==> src/rtl/mips_cpu_pc_unit.sv <==
// Program counter and fetch sequencer for the Harvard MIPS core.
// Handles branch delay slots, stall hold, misaligned redirect
// targets and the jump-to-zero halt.
module mips_cpu_pc_unit #(
    parameter logic [31:0] RESET_VECTOR = 32'hBFC00000,
    parameter logic [31:0] HALT_ADDRESS = 32'h00000000
) (
    input  logic        clk,
    input  logic        reset,
    input  logic        clk_enable,
    input  logic        stall,
    input  logic        redirect_valid,
    input  logic [31:0] redirect_target,
    output logic [31:0] instr_address,
    output logic [31:0] pc_plus8,
    output logic        in_delay_slot,
    output logic        active,
    output logic        fetch_exception
);

    typedef enum logic [1:0] {
        RUN   = 2'd0,
        DELAY = 2'd1,
        HALT  = 2'd2
    } state_t;

    state_t      state, state_n;
    logic [31:0] pc_n;
    logic [31:0] pending, pending_n;
    logic        active_n;
    logic        ds_n;
    logic        exc_n;
    logic        adv;

    // The machine only moves when enabled, not stalled and not halted;
    // reset is handled separately in the register process.
    assign adv = clk_enable && !stall && (state != HALT);

    // Link value for JAL/JALR/BxxAL, derived from the PC register only.
    assign pc_plus8 = instr_address + 32'd8;

    // State register: reset wins over everything, otherwise load next values.
    always_ff @(posedge clk) begin
        if (!reset) begin
            state           <= RUN;
            instr_address   <= RESET_VECTOR;
            pending         <= 32'd0;
            active          <= 1'b1;
            in_delay_slot   <= 1'b0;
            fetch_exception <= 1'b0;
        end else begin
            state           <= state_n;
            instr_address   <= pc_n;
            pending         <= pending_n;
            active          <= active_n;
            in_delay_slot   <= ds_n;
            fetch_exception <= exc_n;
        end
    end

    // Next-state logic: hold by default, step only on an advance.
    always_comb begin
        state_n   = state;
        pc_n      = instr_address;
        pending_n = pending;
        active_n  = active;
        ds_n      = in_delay_slot;
        exc_n     = fetch_exception;
        if (adv) begin
            case (state)
                RUN: begin
                    if (!redirect_valid) begin
                        pc_n = instr_address + 32'd4;
                    end else if (redirect_target[1:0] == 2'b00) begin
                        // Fetch the delay slot first; the target waits in pending.
                        pending_n = redirect_target;
                        pc_n      = instr_address + 32'd4;
                        state_n   = DELAY;
                        ds_n      = 1'b1;
                    end else begin
                        exc_n    = 1'b1;
                        active_n = 1'b0;
                        pc_n     = HALT_ADDRESS;
                        state_n  = HALT;
                    end
                end
                DELAY: begin
                    // A branch sitting in the delay slot is ignored.
                    ds_n = 1'b0;
                    if (pending == HALT_ADDRESS) begin
                        pc_n     = HALT_ADDRESS;
                        active_n = 1'b0;
                        state_n  = HALT;
                    end else begin
                        pc_n    = pending;
                        state_n = RUN;
                    end
                end
                default: begin
                    state_n = state;
                end
            endcase
        end
    end

endmodule

==> config.mk <==
export PLATFORM = sky130hd
export DESIGN_NAME = mips_cpu_pc_unit
export DESIGN_NICKNAME = d
export VERILOG_FILES = /design/src/rtl/mips_cpu_pc_unit.sv
export SDC_FILE = /design/constraint.sdc
export NUM_CORES = 1
export LEC_CHECK = 0
export ABC_CLOCK_PERIOD_IN_PS = 2200
export CAP_MARGIN = 20
export CORE_MARGIN = 2
export CORE_UTILIZATION = 49
export DETAILED_ROUTE_END_ITERATION = 16
export PLACE_DENSITY = 0.81
export SLEW_MARGIN = 20
export SYNTH_ARGS = -nofsm -noshare
export SYNTH_HDL_FRONTEND = slang
export SYNTH_SLANG_ARGS = --single-unit
export TNS_END_PERCENT = 10
==> constraint.sdc <==
create_clock -name clk -period 2.2 [get_ports clk]
set_input_delay 0.44 -clock clk [delete_from_list [all_inputs] [get_ports clk]]
set_output_delay 0.44 -clock clk [all_outputs]
set_load 0.005 [all_outputs]
# After elaboration in Yosys (flattened, before gate mapping)
# Index checks and enable logic that the tools add are counted.
# word_totals
in_bits	37
regBits	69
# op_classes
bitwise_logic	1
n_reduce_logical	13
eq_ne	6
n_mux	15
add_sub_neg	2
# ops
cell	n
32-bit 2-to-1 mux	3
32-bit case mux with 2 select lines	1
32-bit by 3-bit adder with 32-bit output, second input constant	1
32-bit by 4-bit adder with 32-bit output, second input constant	1
32-bit zero test	1
4-bit AND reduction	3
2-bit != test, second input constant	5
2-bit 2-to-1 mux	3
1-bit 2-to-1 mux	5
5-bit AND reduction	1
2-bit zero test	2
1-bit case mux with 2 select lines	2
2-bit case mux with 2 select lines	1
3-bit AND reduction	1
2-bit by 1-bit equality test with 1-bit output, second input constant	1
1-bit logical AND	2
2-bit AND reduction	1
2-bit nonzero test	1
1-bit zero test	1
1-bit inverter	1

# Logic depth before layout (Yosys ltp)
# logic_depth
word_depth	4
ltp_mapped	8

# Worst setup path after synthesis
# No wires, ideal clock.
# synth_timing
path_type	register -> output
startpoint	reg instr_address[4]
endpoint	out pc_plus8[31]
arrival_ns	1.652
path_stages_with_launch	7
path_buffers	0
required_ns	1.760
path_slack_ns	0.108
path_cell_list	dfxtp_1 -> ha_1 -> inv_1 -> nor3_4 -> nand3_1 -> nor2_1 -> xor2_1
# synth_via
elab_chain_cells	1
# synth_lines
item	line	source
start: declaration	14	output logic [31:0] instr_address,
start signal: assignment	53	instr_address <= pc_n;
32-bit by 4-bit adder with 32-bit output	40	assign pc_plus8 = instr_address + 32'd8;
end: declaration	15	output logic [31:0] pc_plus8,
# Every way passes these cells.

# Final worst setup path
# layout_timing
startpoint	reg instr_address[4]
endpoint	out pc_plus8[28]
# Same word-level chain as after synthesis.

==> flow_summary.yaml <==
status:
  status: "complete, but fails checks"
  violations: "negative setup slack"
place:
  place.gp.congestion: 0.967
  dpl_cell_area_sq_um: 5670
  io_buffers: 103
  placed_cells: 777
  place_ws_ps: -221
  dpl.hpwl_microns: 10400
route:
  vias_per_cell: 6.31
  drc_errors: 0
  wl_microns: 16100
  drt_iter0_markers: 782
  firstDrtPassIters: 6
  wl_per_cell_microns: 20.0
  drt.antenna.violating_nets: 0
  num_vias: 5081
cells_and_area:
  syn2layout_area_growth_pct: 58.7
  multi_input_area_sq_um: 2370
  fin_cells: 805
  most-common-layout-cells: "buf_4, nand2_1, clkdlybuf4s50_1"
  final_common_cell: "buf_4"
  drive_gt1_frac: 0.286
  final_util: 0.795
  register_area_sq_um: 1400
  nets: 737
  postLayoutCellArea_sq_um: 6110
  fill_cells: 516
  antennaDiodeCount: 0
sta:
  skew_ps: 14.7
  min_period_ps: 2530
  setup_ws_ps: -334
  setup_violations: 26
  fin_crit_sh: 1.15
  slew-limit-headroom: 0.648
  maxSlewViolCount: 0
  tns_ps: -5360
  grt_setup_unrepaired: "true"
  fmax_mhz: 395
  worst_pin_slew_ps: 524
  hold_viol_final: 0
worst_setup_path:
  worstSetupStartpoint: "instr_address[4]"
  worstSetupPathType: "reg -> out"
  reg2reg_from: "instr_address[3]"
  crit_arrival_ps: 2090
  worst_ep_required_time_ps: 1760
  path_cells: "nand4_1, buf_4, or3_4, nor3_2, buf_4, nand3b_1, xnor2_1, buf_2"
  critPathMaxFanout: 3
  cp-start-kind: "flop"
  cpPeakStageDelay_ps: 380
  end_kind: "output port"
  path_delay_family: "simple AND/OR/NAND/NOR gates"
  cp_num_buf_inv: 3
  cp_slowest_cell: "dfxtp_2"
  path_common_cell: "buf_4"
  r2r_setup_slack_ps: -140
synth:
  ys_ff_latch: 69
  syn_nets: 544
  synth_edf_count: 0
  syn_avg_cell_area_sq_um: 7.63
  synth_cell_types: 56
  synth_ff_type: "dfxtp_1"
  ys_seq_area_frac: 0.359
  synth_area_sq_um: 3850
  synth_warnings: 0
  syn_inst: 505
  async_reset_ff_frac: 0
grt:
  grt_start_max_net_pins: 31
  grt.overflow.total: 0
  grt_pass1_wl_microns: 23700
  track_usage: 0.348
  grt_pass1_vias: 4764
  busiest_layer: "met2"
  antenna_found_initial: 0
  met3_usage: 0.0537
  grt_util_met2: 0.591
  grtUsageMet1: 0.445
power:
  power_density_nw_per_um2: 494
  p_leak_nw: 2.52
  vdd_drop_max_mv: 0.538
clock_network:
  clock_latency_ps: 360
  cts.sinks: 69
  clkTransAtPathRegs_ps: 90
  htree_levels: 3
  clockRootBuffer: "clkbuf_8"
  cts_buffers: 9
  clockBufferDepth: 2
  hold_buffers: 0
  cts_tree: "yes"
floorplan:
  ios: 104
  die_h_microns: 92.7
  fp-row-count: 32
  die_w_microns: 92.7
  initial_core_util: 0.501
  core_sq_um: 7690
  die-area_sq_um: 8580
job:
  cap_viol_max_count: 0
worst_hold_path:
  min-delay-start: "pending[22]"
  hold_path.class: "reg -> reg"
==> synth_stat cells, types with 4 or more instances <==
cell | count | area share
and2_1 | 4 | 0.0065
o221ai_1 | 5 | 0.011
nand3_1 | 15 | 0.019
nor3_1 | 6 | 0.0078
a21oi_1 | 57 | 0.074
and3_1 | 5 | 0.0081
a221oi_1 | 5 | 0.011
nor2_1 | 36 | 0.035
buf_2 | 16 | 0.021
o21a_1 | 5 | 0.0097
mux2i_1 | 4 | 0.010
o21ai_0 | 17 | 0.022
a211oi_1 | 5 | 0.0097
and4_1 | 4 | 0.0091
inv_1 | 5 | 0.0049
xor2_1 | 12 | 0.027
o22ai_1 | 4 | 0.0065
xnor2_1 | 19 | 0.043
clkbuf_1 | 27 | 0.026
dfxtp_1 | 69 | 0.36
nand2_1 | 91 | 0.089
nand4_1 | 23 | 0.037
nor4_1 | 15 | 0.024
a221o_1 | 4 | 0.010
a31oi_1 | 5 | 0.0081
==> routing by layer <==
metal  wire [microns]  up-vias
met3             1910      100
met2             7400      452
met5                0        -
li1                 -     2204
met4              852        0
met1             5970     2325
==> flip-flops by register name, summed over array words and instances (netlist names) <==
name / cells
active: 1
fetch_exception: 1
in_delay_slot: 1
instr_address: 32
pending: 32
state: 2
==> worst paths after layout <==
check                            to  cells past startpoint
setup / recovery       pc_plus8[28]                      8
setup reg to reg  instr_address[16]                      7
hold / removal          pending[22]                      2
hold reg to reg         pending[22]                      2
==> where the power goes <==
part           total (mW)  switching, mW  internal, mW
registers            1.31         0.0323          1.28
logic               0.484          0.231         0.253
clock network        1.22          0.568         0.656
==> cells by family after synthesis <==
family                   count (synthesis)  synth area share
XOR/XNOR                                31            0.0705
AND/OR/NAND/NOR                        219             0.289
buffers and inverters                   53            0.0601
multiplexers                             4            0.0104
flip-flops                              69             0.359
AO/OA/AOI/OAI                          127             0.205
adder cells (fa/ha/maj)                  2           0.00650
==> metrics by stage <==
stage | total power, mW | hold slack, ps
after global placement | 1.79 | 461
after detailed placement | 1.80 | 471
after CTS | 2.97 | 483
final | 3.02 | 488
after global routing | 3.10 | 504
after floorplan | 1.51 | 443
==> worst min-delay path, stage by stage (launching register included) <==
cell,delay [ps]
dfxtp_1,330
nand2_1,60
a21oi_1,60
==> what timing repair did <==
| item | in CTS | in global routing |
|---|---|---|
| pin swaps | 19 | 10 |
| cloned | 0 | 0 |
| buffers inserted | 12 | 0 |
| endpoints found under the setup margin | 26 | 31 |
| gates resized for setup | 105 | 11 |
==> cell type report <==
cell class / count / share of cell area
Sequential cell: 69 / 0.228
Multi-Input combinational cell: 383 / 0.388
Inverter: 6 / 0.00369
Tap cell: 102 / 0.0209
Timing Repair Buffer: 229 / 0.322
Clock inverter: 7 / 0.0172
Clock buffer: 9 / 0.0203
Note: power is estimated with default switching activity, not from simulation.
